### config.mk
export PLATFORM = sky130hd
export DESIGN_NAME = deint_frame_ctrl
export DESIGN_NICKNAME = d
export VERILOG_FILES = /design/src/rtl/deint_frame_ctrl.sv
export SDC_FILE = /design/constraint.sdc
export NUM_CORES = 1
export LEC_CHECK = 0
export BUFFER_PORTS_ARGS = -buffer_cell sky130_fd_sc_hd__buf_2
export CORE_MARGIN = 1
export CORE_UTILIZATION = 51
export DETAILED_ROUTE_END_ITERATION = 16
export PLACE_DENSITY = 0.8
export SLEW_MARGIN = 15
export SYNTH_ARGS = -nofsm -noshare
export SYNTH_HDL_FRONTEND = slang
export SYNTH_SLANG_ARGS = --single-unit
export TNS_END_PERCENT = 30
### constraint.sdc
create_clock -name clk -period 2.66 [get_ports clk]
set_input_delay 0.798 -clock clk [delete_from_list [all_inputs] [get_ports clk]]
set_output_delay 0.798 -clock clk [all_outputs]
set_load 0.03 [all_outputs]
### src/rtl/deint_frame_ctrl.sv
// deint_frame_ctrl
//   Receive-side sequencer for an n x symbol_num block deinterleaver.
//   It collects a serial bit stream into a frame register. It then pulses de_en
//   for one cycle so the deinterleaver captures the frame. After that it drains
//   the deinterleaved frame as symbol_num n-bit codewords over valid/ready.
//   Collection of the next frame overlaps the drain of the current one.
//
//   Optional build macro DEINT_FRAME_CTRL_STATS_EN adds the frame_cnt and
//   stall_cnt statistic outputs.
//
// Ports
//   clk, rst_n          clock (rising edge), asynchronous active-low reset
//   in_valid, in_bit    serial input bit and its valid flag
//   in_ready            controller can accept in_bit
//   de_en               one-cycle load strobe to the deinterleaver
//   de_frame            frame register; bit 0 is the first bit received
//   de_data             deinterleaved frame returned by the deinterleaver
//   cw_valid, cw_data   codeword handshake towards the decoder
//   cw_last, cw_ready   last codeword of the frame, downstream ready
//   busy                a partial frame is held or the FSM is not IDLE
//   frame_cnt           (stats) frames drained, wraps
//   stall_cnt           (stats) cycles with in_valid && !in_ready, saturates
module deint_frame_ctrl #(
  parameter int n          = 7,
  parameter int symbol_num = 5
) (
  input  logic                      clk,
  input  logic                      rst_n,
  input  logic                      in_valid,
  input  logic                      in_bit,
  output logic                      in_ready,
  output logic                      de_en,
  output logic [n*symbol_num-1:0]   de_frame,
  input  logic [n*symbol_num-1:0]   de_data,
  output logic                      cw_valid,
  output logic [n-1:0]              cw_data,
  output logic                      cw_last,
  input  logic                      cw_ready,
  output logic                      busy
`ifdef DEINT_FRAME_CTRL_STATS_EN
  ,
  output logic [15:0]               frame_cnt,
  output logic [15:0]               stall_cnt
`endif
);

  localparam int F  = n * symbol_num;
  localparam int CW = $clog2(F + 1);
  localparam int IW = (symbol_num > 1) ? $clog2(symbol_num) : 1;

  typedef enum logic [1:0] {IDLE, LOAD, DRAIN} state_t;

  state_t          state;
  logic [CW-1:0]   cnt;
  logic            fill_full;
  logic [F-1:0]    fill;
  logic [IW-1:0]   idx;

  logic accept;
  logic last_bit;
  logic full_next;
  logic hs;
  logic last_idx;

  assign in_ready  = rst_n && !fill_full;
  assign accept    = in_valid && in_ready;
  assign last_bit  = accept && (cnt == CW'(F - 1));
  // The last bit arriving this edge counts as full, so the load strobe lands
  // in the very next cycle.
  assign full_next = fill_full || last_bit;
  assign hs        = cw_valid && cw_ready;
  assign last_idx  = (idx == IW'(symbol_num - 1));

  assign de_frame = fill;
  assign busy     = (cnt != '0) || (state != IDLE);
  assign cw_data  = cw_valid ? de_data[int'(idx)*n +: n] : '0;
  assign cw_last  = cw_valid && last_idx;

  // Fill path.
  always_ff @(posedge clk or negedge rst_n) begin
    if (!rst_n) begin
      cnt       <= '0;
      fill_full <= 1'b0;
      fill      <= '0;
    end else if (accept) begin
      fill[cnt] <= in_bit;
      if (last_bit) begin
        cnt       <= '0;
        fill_full <= 1'b1;
      end else begin
        cnt <= cnt + 1'b1;
      end
    end else if (state == LOAD) begin
      fill_full <= 1'b0;
    end
  end

  // Load / drain sequencer.
  always_ff @(posedge clk or negedge rst_n) begin
    if (!rst_n) begin
      state    <= IDLE;
      de_en    <= 1'b0;
      cw_valid <= 1'b0;
      idx      <= '0;
    end else begin
      case (state)
        IDLE: begin
          if (full_next) begin
            state <= LOAD;
            de_en <= 1'b1;
          end
        end
        LOAD: begin
          de_en    <= 1'b0;
          idx      <= '0;
          cw_valid <= 1'b1;
          state    <= DRAIN;
        end
        DRAIN: begin
          if (hs) begin
            if (last_idx) begin
              cw_valid <= 1'b0;
              idx      <= '0;
              if (full_next) begin
                state <= LOAD;
                de_en <= 1'b1;
              end else begin
                state <= IDLE;
              end
            end else begin
              idx <= idx + 1'b1;
            end
          end
        end
        default: begin
          state    <= IDLE;
          de_en    <= 1'b0;
          cw_valid <= 1'b0;
        end
      endcase
    end
  end

`ifdef DEINT_FRAME_CTRL_STATS_EN
  always_ff @(posedge clk or negedge rst_n) begin
    if (!rst_n) begin
      frame_cnt <= '0;
      stall_cnt <= '0;
    end else begin
      if (hs && last_idx)
        frame_cnt <= frame_cnt + 16'd1;
      if (in_valid && !in_ready && (stall_cnt != '1))
        stall_cnt <= stall_cnt + 16'd1;
    end
  end
`endif

endmodule

* Yosys cells after proc, flatten, opt, wreduce, memory -nomap -nowiden
Cells that the tools add are included.
Cells by class: $add $sub $neg 2, $mul 1, order comparisons 2, eq/ne operators 8, shifts and indexed selects 1, muxes and demuxes 23, bitwise logic cells 1, reduce and logical (&&, ||, !) cells 19
Operators by type and width (count):
- bitwise mux 35 bit | 1
- indexed part select 35 x 7 -> 7 bit | 1
- 2-to-1 mux 1 bit | 10
- less-than comparator 6 x 7 -> 1 bit, second input constant | 1
- 2-to-1 mux 7 bit | 1
- adder 6 x 1 -> 6 bit, second input constant | 1
- demux 1 bit (select 6 bit) | 1
- == test 6 bit, second input constant | 1
- >= comparator 6 x 1 -> 1 bit, second input constant | 1
- logical AND 1 bit | 6
- multiplier 3 x 3 -> 6 bit, second input constant | 1
- 2-to-1 mux 2 bit | 3
- 2-to-1 mux 3 bit | 2
- 2-to-1 mux 6 bit | 1
- != test 2 bit, second input constant | 3
- case mux 2 bit (3 select lines) | 1
- case mux 3 bit (2 select lines) | 1
- AND reduction 2 bit | 3
- AND reduction 3 bit | 2
- nonzero test 2 bit | 3
- nonzero test 6 bit | 1
- adder 3 x 1 -> 3 bit, second input constant | 1
- == test 3 bit, second input constant | 1
- case mux 1 bit (3 select lines) | 1
- other kinds (8) | 9
Storage, ports and cells: register bits 49, bits of input ports 40

* Depth between registers and ports, before layout
Gate-level depths: netlist (run 1).
depth in word-level cells 9, depth in mapped cells 6, gate-level depth less buffers 5

* Worst setup path before layout (run 1)
OpenSTA, ideal clock, no wires.
kind input port to output port, start point input de_data[21], end point output cw_data[0], arrival time 1551 ps, path slack 311 ps, cell stages on the path 2, buffers on the path 0, cell sequence mux4_2 -> a22o_1
Between the ends: word-level cells in the longest chain between the ends 2
Ends and longest elaborated chain:
- start, declared | RTL line 34 | input logic [n*symbol_num-1:0] de_data,
- indexed part select 35 x 7 -> 7 bit | RTL line 76 | assign cw_data = cw_valid ? de_data[int'(idx)*n +: n] : '0;
- 2-to-1 mux 7 bit | RTL line 76
- end, declared | RTL line 36 | output logic [n-1:0] cw_data,
No other way between the ends.

* Worst setup path in the final report (run 1)
start point register idx[0], end point output cw_data[2]
Between the ends: word-level cells in the longest chain between the ends 3
Ends and longest elaborated chain:
- start, declared | RTL line 57 | logic [IW-1:0] idx;
- start signal, assigned | RTL line 131 | idx <= idx + 1'b1;
- multiplier 3 x 3 -> 6 bit | RTL line 76
- indexed part select 35 x 7 -> 7 bit | RTL line 76
- 2-to-1 mux 7 bit | RTL line 76
No other way between the ends.

==> results of run 1 <==
==> layer usage <==
layer | GRT usage, % | vias up | routed length, um
met3 | 4.69 | 8 | 409
met4 | 6.50 | 0 | 73
met1 | 24.7 | 1063 | 2600
met5 | 0 | - | 0
met2 | 38.2 | 89 | 2960
li1 | - | 1046 | -
==> power breakdown <==
group	switching [mW]	total, mW	internal, mW
sequential	0.230	1.20	0.968
clock	0.259	0.446	0.187
combinational	0.997	1.66	0.665
==> what timing repair did <==
item,in CTS,in global routing
buffers inserted,0,5
setup endpoints to repair,7,6
resized for setup,2,1
==> per-stage QoR <==
step / hold WS, ns / utilization (%) / cell area [sq um] / cells / power [mW]
floorplan: 0.475 / - / 2720 / 238 / 2.40
global placement: 0.467 / 62.4 / 3190 / 383 / 2.77
detailed placement: 0.477 / 62.4 / 3190 / 383 / 2.81
CTS: 0.484 / 64.3 / 3290 / 391 / 3.26
global route: 0.489 / 65.1 / 3330 / 396 / 3.51
finish: 0.482 / 65.1 / 3330 / 396 / 3.31
==> synth_stat cells, drive strengths merged <==
library cell | number | share of area, %
dfrtp | 49 | 45
mux2 | 36 | 15
nand3 | 32 | 5.9
buf | 14 | 3.4
nand2 | 9 | 1.2
nor3 | 9 | 1.8
a22o | 7 | 2.3
clkbuf | 7 | 0.97
inv | 7 | 0.97
mux4 | 7 | 5.8
ha | 5 | 2.3
nor2 | 5 | 0.69
nor2b | 5 | 1.2
nor3b | 5 | 1.8
o21ai | 5 | 0.92
a21oi | 4 | 0.74
and3 | 3 | 0.69
and4bb | 3 | 1.4
nand3b | 3 | 0.83
a2bb2oi | 2 | 0.65
a31oi | 2 | 0.46
nand2b | 2 | 0.46
nor4b | 2 | 1.2
xor2 | 2 | 0.65
a21o | 1 | 0.28
a31o | 1 | 0.32
and2 | 1 | 0.23
and3b | 1 | 0.32
nand4 | 1 | 0.23
nand4b | 1 | 0.32
o21a | 1 | 0.28
o22ai | 1 | 0.23
o31a | 1 | 0.32
o31ai | 1 | 0.28
or3 | 1 | 0.23
or3b | 1 | 0.32
or4 | 1 | 0.28
==> worst paths after layout <==
path | start | to
max reg2reg | fill_full | de_frame[27]
min in group clk | de_frame[15] | de_frame[15]
min | rst_n | cnt[0]
min reg2reg | de_frame[15] | de_frame[15]
max in group asynchronous | rst_n | idx[0]
max | idx[0] | cw_data[2]
==> sequential cells by signal, indices dropped and copies added (netlist names) <==
register   flops
de_frame      35
cnt            6
idx            3
state          2
cw_valid       1
de_en          1
fill_full      1
==> cell type report <==
class | instances | share of cell area, %
Clock buffer | 5 | 2.07
Clock inverter | 3 | 0.639
Inverter | 7 | 0.790
Multi-Input combinational cell | 161 | 40.7
Sequential cell | 49 | 36.9
Tap cell | 70 | 2.63
Timing Repair Buffer | 101 | 16.2
==> cell usage in the layout, fill, tap and decap left out, drive strengths merged, types with 2 or more instances in the layout <==
cell type    n
nor2         5
and3         3
a21oi        4
nand2        9
nor2b        5
a22o         7
ha           5
mux4         7
xor2         2
and4bb       3
dfrtp       49
nor4b        2
nand3       32
nor3         9
nor3b        5
buf        101
mux2        36
clkbuf       5
inv          8
o21ai        5
nand3b       3
a2bb2oi      2
nand2b       2
a31oi        2
==> cell families (layout without fill, tap and decap cells) <==
family                     Yosys count  count (layout)  share of synthesized area (%)
muxes                               43              43                           20.7
xor gates and xnor gates             2               2                          0.645
adders and majority gates            5               5                           2.30
AOI/OAI and AO/OA                   26              26                           6.73
buffers and inverters               28             116                           5.35
DFF                                 49              49                           45.2
and+or+nand+nor                     85              85                           19.1
==> critical path, cell delays in order (launching register included) <==
cell and delay (ns):
dfrtp_2 0.39, buf_2 0.20, mux4_2 0.51, a22o_1 0.21, buf_2 0.17
==> metrics.cfg, run 1 <==
[logic_synthesis]
syn-cell-area_sq_um=2720
seq_area_frac_synth_pct=45.2
synth_cell_types=43
synth_cells=238
yosysWarningCount=0
synth.avg_cell_area_sq_um=11.4
synth_nets=283
synth-seq-cells=49

[clock_tree]
cts.sinks=49
clk_pin_slew_ns=0.09
cts_buffers=5
ctsHoldBuffers=0
clk_latency_ns=0.30
cts_tree=built
htree_num_levels=2
cts_buffer_depth=2
root_buffer=clkbuf_8

[floorplan]
rows=26
coreArea_sq_um=5110
die-area_sq_um=5620
die_y_um=75.0
die_x_um=75.0
floorplan.initialDensity_pct=53.2
pin_count=87

[flow_run]
max_cap_violations=0

[routing]
detail-route-antenna-nets=0
drtIter0Drc=70
drt_pre_antenna_iters=4
viasPerCell=5.57
vias=2206
post_drt_wl_per_cell_um=15.3
drc=0
drt-total-wl_mm=6.05

[placed_design]
gp_congestion=0.797
place_ws_ns=0.0765
io_buffers=86
hpwl_mm=4.31

[cells_and_area]
fin_nets=370
synthToLayoutAreaGrowth_pct=22.5
layout-drive-gt1-share_pct=49.1
multi_input_area_sq_um=1360
n_antenna_cell=0
seq_area_sq_um=1230
fillerInstances=413

[timing]
post-route-period-util_pct=97.1
finClkSkew_ns=0.00667
relSlewSlack_pct=64.7
rsz0062_at_grt=no
slew_viol_final=0
max_freq_mhz=387
setup_ws_ns=0.0784
post-route-min-period_ns=2.58
final_hold_viol_count=0
worstMarginPinSlew_ns=0.528
finalSetupTns_ns=0
finalSetupViolations=0

[worst_setup_path]
reg2reg_depth=3
crit_path_start_kind=register
critical_path_class=register to output port
r2r_slack_ns=0.83
crit_fanout=5
critPathRequiredTime_ns=1.86
critPathCaptureType=output port
cp.arrival_ns=1.78

[global_route]
grt.total_usage_pct=21.0
grt.overflow.total=0
grt_pass1_vias=2035
grt_max_degree=36
antenna_found_initial=0
grt_pass1_wl_mm=8.88

[run_status]
status=complete, no violations

[pwr]
ir_worst_vdd_mv=0.595
power_leakage_nw=1.67
powerDensity_nw_per_um2=993

[min_path]
min_path_type=primary input to async pin

No activity file was read; power rests on OpenSTA's default activity.
==> run 2: changes to the inputs <==
--- a/config.mk
+++ b/config.mk
@@ -5,11 +5,12 @@
 export SDC_FILE = /design/constraint.sdc
 export NUM_CORES = 1
 export LEC_CHECK = 0
-export BUFFER_PORTS_ARGS = -buffer_cell sky130_fd_sc_hd__buf_2
+export BUFFER_PORTS_ARGS = -buffer_cell sky130_fd_sc_hd__clkbuf_2
 export CORE_MARGIN = 1
-export CORE_UTILIZATION = 51
+export CORE_UTILIZATION = 53
+export CTS_BUF_LIST = sky130_fd_sc_hd__clkbuf_4
 export DETAILED_ROUTE_END_ITERATION = 16
-export PLACE_DENSITY = 0.8
+export PLACE_DENSITY = 0.83
 export SLEW_MARGIN = 15
 export SYNTH_ARGS = -nofsm -noshare
 export SYNTH_HDL_FRONTEND = slang
==> metrics.cfg, run 2 (synthesis gave the netlist of run 1 again) <==
[run_status]
status=complete, no violations

[floorplan]
coreArea_sq_um=4820  ; -5.7%
die_x_um=73.6  ; -1.9%
rows=25  ; -3.8%
die-area_sq_um=5410  ; -3.7%
die_y_um=73.6  ; -1.9%
floorplan.initialDensity_pct=56.4  ; +3.2 points
pin_count=87  ; unchanged

[global_route]
grt_pass1_wl_mm=9.39  ; +5.7%
grt.total_usage_pct=23.3  ; +2.3 points
antenna_found_initial=0  ; unchanged
grt.overflow.total=0  ; unchanged
grt_max_degree=36  ; unchanged
grt_pass1_vias=2071  ; +1.8%

[worst_setup_path]
cp.arrival_ns=1.84  ; +0.06 ns
critical_path_class=register to output port
critPathRequiredTime_ns=1.86  ; about the same
startpoint=idx[0]
critPathCaptureType=output port
worstReg2RegEnd=de_frame[7]
cp-endpoint=cw_data[3]
crit_fanout=5  ; unchanged
r2r_start=fill_full
crit_path_start_kind=register
r2r_slack_ns=0.85  ; +0.02 ns
reg2reg_depth=3  ; unchanged

[timing]
post-route-min-period_ns=2.64  ; +0.0568 ns
relSlewSlack_pct=62.2  ; -2.5 points
finClkSkew_ns=0.0274  ; +0.0208 ns
rsz0062_at_grt=yes
slew_viol_final=0  ; unchanged
finalSetupViolations=0  ; unchanged
max_freq_mhz=379  ; -2.2%
worstMarginPinSlew_ns=0.565  ; +0.0369 ns
final_hold_viol_count=0  ; unchanged
post-route-period-util_pct=99.2  ; +2.1 points

[cells_and_area]
final_util_pct=68.5  ; +3.4 points
fillerInstances=377  ; -8.7%
mostFrequentLayoutCell=clkbuf_2
n_antenna_cell=0  ; unchanged
synthToLayoutAreaGrowth_pct=21.6
layout-drive-gt1-share_pct=48.8  ; -0.32 points
fin_nets=366  ; -1.1%
largest_reg_flops=35  ; unchanged
final_cell_mix=78 x clkbuf_2, 48 x dfrtp_1, 34 x mux2_2

[routing]
drc=0  ; unchanged
dr_wl_met2_mm=3.13  ; +5.7%
detail-route-antenna-nets=0  ; unchanged
dr_wl_met3_um=418  ; +2.2%
drt-met1-wl_mm=2.52  ; -3.4%
drtIter0Drc=103  ; +47%
viasPerCell=5.63  ; +1.0%
top_layer_used=met4
vias=2189  ; -0.77%
drt-total-wl_mm=6.15  ; +1.6%
drt_pre_antenna_iters=4  ; unchanged
post_drt_wl_per_cell_um=15.8  ; +3.4%

[clock_tree]
cts_buffer_depth=2  ; unchanged
ctsHoldBuffers=0  ; unchanged
htree_num_levels=2  ; unchanged
clk_pin_slew_ns=0.16  ; +0.07 ns
cts_tree=built
cts.sinks=49  ; unchanged
root_buffer=clkbuf_4
clk_latency_ns=0.39  ; +0.09 ns
cts_buffers=5  ; unchanged

[placed_design]
hpwl_mm=4.38  ; +1.8%
io_buffers=86  ; unchanged
gp_congestion=0.810  ; +1.5%

[min_path]
min_path_type=primary input to async pin

[pwr]
powerDensity_nw_per_um2=988  ; -0.57%
ir_worst_vdd_mv=0.589  ; -1.0%
power.total_mw=3.26  ; -1.3%
power_leakage_nw=1.64  ; -2.3%

[flow_run]
max_cap_violations=0  ; unchanged

==> run 2: worst min-delay path by stage <==
stage,startpoint,to,slack [ns],depth (start not counted)
floorplan,state[0],state[1],0.47,2
global placement,de_frame[15],de_frame[15],0.47,1
detailed placement,de_frame[15],de_frame[15],0.48,1
CTS,rst_n,cnt[4],0.38,2
global route,rst_n,cnt[4],0.38,2
finish,rst_n,cnt[4],0.36,2
==> run 2: where the power goes <==
part	switching [mW]	internal, mW
sequential	0.204	0.967
combinational	1.04	0.703
clock	0.245	0.101
total	1.49	1.77
==> run 2: critical path, stage by stage, from the launching register on <==
cell,delay [ns]
dfrtp_2,0.42
buf_6,0.14
mux4_2,0.51
a22o_1,0.23
buf_6,0.14
==> run 2: per-layer routing <==
metal / up-vias / global-route usage, %
li1: 1043 / -
met1: 1054 / 27.0
met2: 85 / 42.6
met3: 7 / 4.66
met4: 0 / 7.69
met5: - / 0
==> run 2: through the flow <==
stage / TNS (ns) / area [sq um] / setup WS, ns / instances / hold slack, ns
finish: 0 / 3300 / 0.0216 / 389 / 0.365
global route: -0.115 / 3300 / -0.0443 / 389 / 0.378
CTS: 0 / 3250 / 0.00478 / 389 / 0.382
detailed placement: 0 / 3160 / 0.0625 / 377 / 0.479
global placement: 0 / 3160 / 0.131 / 377 / 0.473
floorplan: 0 / 2720 / 0.311 / 238 / 0.475
==> run 2: layout make-up <==
class	count	area [sq um]	area share [%]
clock buffers	5	37.5	1.14
clock inverters	3	17.5	0.531
inverters	7	26.3	0.796
multi-input cells	161	1360	41.3
flip-flops and latches	49	1230	37.2
well taps	67	83.8	2.54
repair buffers	97	546	16.5
==> run 2: timing repair <==
action | 4_1_cts | 5_1_grt
gates cloned | 0 | 0
buffers inserted | 4 | 0
resized for setup | 3 | 25
endpoints found under the setup margin | 8 | 9
endpoints found under the hold margin | 0 | 0
==> run 3: changes to the inputs <==
--- a/config.mk
+++ b/config.mk
@@ -6,6 +6,7 @@
 export NUM_CORES = 1
 export LEC_CHECK = 0
 export BUFFER_PORTS_ARGS = -buffer_cell sky130_fd_sc_hd__clkbuf_2
+export CORE_ASPECT_RATIO = 1.5
 export CORE_MARGIN = 1
 export CORE_UTILIZATION = 53
 export CTS_BUF_LIST = sky130_fd_sc_hd__clkbuf_4
==> constraint.sdc (replaced) <==
create_clock -name clk -period 3 [get_ports clk]
set_input_delay 0.9 -clock clk [delete_from_list [all_inputs] [get_ports clk]]
set_output_delay 0.9 -clock clk [all_outputs]
set_load 0.03 [all_outputs]
==> metrics.cfg, run 3 (synthesis gave the netlist of run 1 again) <==
[cells_and_area]
final_cell_mix=86 x clkbuf_2, 48 x dfrtp_1, 34 x mux2_2
fillerInstances=388  ; +2.9%
layout-drive-gt1-share_pct=47.0  ; -1.8 points
synthToLayoutAreaGrowth_pct=18.2
final_area_sq_um=3210  ; -2.8%
multi_input_area_sq_um=1350  ; -1.1%
mostFrequentLayoutCell=clkbuf_2
seq_area_sq_um=1230  ; unchanged
largest_reg_flops=35  ; unchanged
fin_nets=358  ; -2.2%
n_antenna_cell=0  ; unchanged

[pwr]
ir_worst_vdd_mv=0.511  ; -13%
powerDensity_nw_per_um2=875  ; -11%
power_leakage_nw=1.59  ; -2.6%

[routing]
drt_pre_antenna_iters=4  ; unchanged
vias=2145  ; -2.0%
detail-route-antenna-nets=0  ; unchanged
drc=0  ; unchanged
viasPerCell=5.66  ; +0.58%
drt-total-wl_mm=5.85  ; -4.9%
post_drt_wl_per_cell_um=15.4  ; -2.4%
drtIter0Drc=79  ; -23%

[worst_setup_path]
cpMaxStageDelayCell=dfrtp_2
crit_chain=mux4_2, a22o_1, clkbuf_2
cp.arrival_ns=1.87  ; +0.03 ns
crit_buf_inv=1  ; -1
cp_top_family=flip-flops
critical_path_class=register to output port
crit_fanout=12  ; +7
critPathCaptureType=output port
critPathRequiredTime_ns=2.10  ; +0.24 ns
crit_path_start_kind=register
slowest_delay_ns=0.58  ; +0.07 ns

[global_route]
grt_pass1_wl_mm=9.20  ; -2.1%
grt.overflow.total=0  ; unchanged
grt_pass1_vias=2133  ; +3.0%
grt.total_usage_pct=22.5  ; -0.73 points
antenna_found_initial=0  ; unchanged
grt_max_degree=36  ; unchanged

[timing]
finalSetupViolations=0  ; unchanged
finalSetupTns_ns=0  ; unchanged
max_freq_mhz=361
rsz0062_at_grt=no
relSlewSlack_pct=61.4  ; -0.81 points
post-route-period-util_pct=92.2
final_hold_viol_count=0  ; unchanged
worstMarginPinSlew_ns=0.580  ; +0.0146 ns
setup_ws_ns=0.233  ; +0.211 ns
post-route-min-period_ns=2.77
slew_viol_final=0  ; unchanged
finClkSkew_ns=0.0117  ; -0.0157 ns

[clock_tree]
cts.sinks=49  ; unchanged
root_buffer=clkbuf_4
ctsHoldBuffers=0  ; unchanged
cts_tree=built
cts_buffers=5  ; unchanged
cts_buffer_depth=2  ; unchanged
clk_latency_ns=0.36  ; -0.03 ns
clk_pin_slew_ns=0.12  ; -0.04 ns
htree_num_levels=2  ; unchanged

[placed_design]
io_buffers=86  ; unchanged
post_dp_cell_area_sq_um=3130  ; -0.99%
gp_congestion=0.802  ; -0.91%
place_ws_ns=0.275  ; +0.212 ns
hpwl_mm=4.38  ; -0.10%

[floorplan]
pin_count=87  ; unchanged
coreArea_sq_um=4890  ; +1.5%
die-area_sq_um=5420  ; +0.11%
floorplan.initialDensity_pct=55.6  ; -0.81 points
die_y_um=89.7  ; +22%
die_x_um=60.4  ; -18%
rows=31  ; +24%

[flow_run]
max_cap_violations=0  ; unchanged

[run_status]
status=complete, no violations

[min_path]
min_path_type=register to register

[run 3: changes by cell type in the layout (fill, tap and decap cells not counted), moves of 4 or more]
cell      previous run  this run
buf_4                9         3
buf_6                6         0
buf_2                4         0
clkbuf_2            78        86
[run 3: report_power, final]
part	leakage, nW	internal [mW]	switching, mW
registers	0.651	0.857	0.251
clock network	0.0410	0.170	0.193
logic	0.903	0.523	0.816
[run 3: metrics by stage]
step / power, mW / util, % / std cells / hold WS, ns
3_3_place_gp: 2.42 / 64.1 / 372 / 0.488
6_report: 2.81 / 65.7 / 379 / 0.517
2_1_floorplan: 2.13 / - / 238 / 0.475
3_5_place_dp: 2.46 / 64.1 / 372 / 0.491
4_1_cts: 2.83 / 65.7 / 379 / 0.523
5_1_grt: 2.99 / 65.7 / 379 / 0.529
[run 3: worst paths after layout]
kind / to / slack, ns / start / cells past startpoint
worst max register to register: de_frame[23] / 1.18 / fill_full / 3
worst min-delay path: de_frame[25] / 0.52 / de_frame[25] / 1
min in group asynchronous: cnt[2] / 0.53 / rst_n / 2
worst min register to register: de_frame[25] / 0.52 / de_frame[25] / 1
worst max-delay path: cw_data[6] / 0.23 / idx[0] / 3
max in group asynchronous: state[0] / 1.80 / rst_n / 3
[run 3: what timing repair did]
action                                  4_1_cts  5_1_grt
setup buffers                                 0        0
resized for setup                             1        1
endpoints found under the setup margin        7        7
[run 3: metal layers]
metal  vias to the layer above  share of wire [%]  GRT usage (%)
met1                      1048                 39           24.1
met5                         -                  0              0
met4                         0                1.1           8.68
met2                        78                 54           42.2
met3                         6                6.2           4.87
li1                       1013                  -              -
[run 3: area by class of cell]
class | count | share of cell area, %
clock buffers | 5 | 1.17
clock inverters | 2 | 1.09
inverters | 7 | 0.818
repair buffers | 89 | 14.1
well taps | 66 | 2.57
multi-input cells | 161 | 42.0
flip-flops and latches | 49 | 38.2
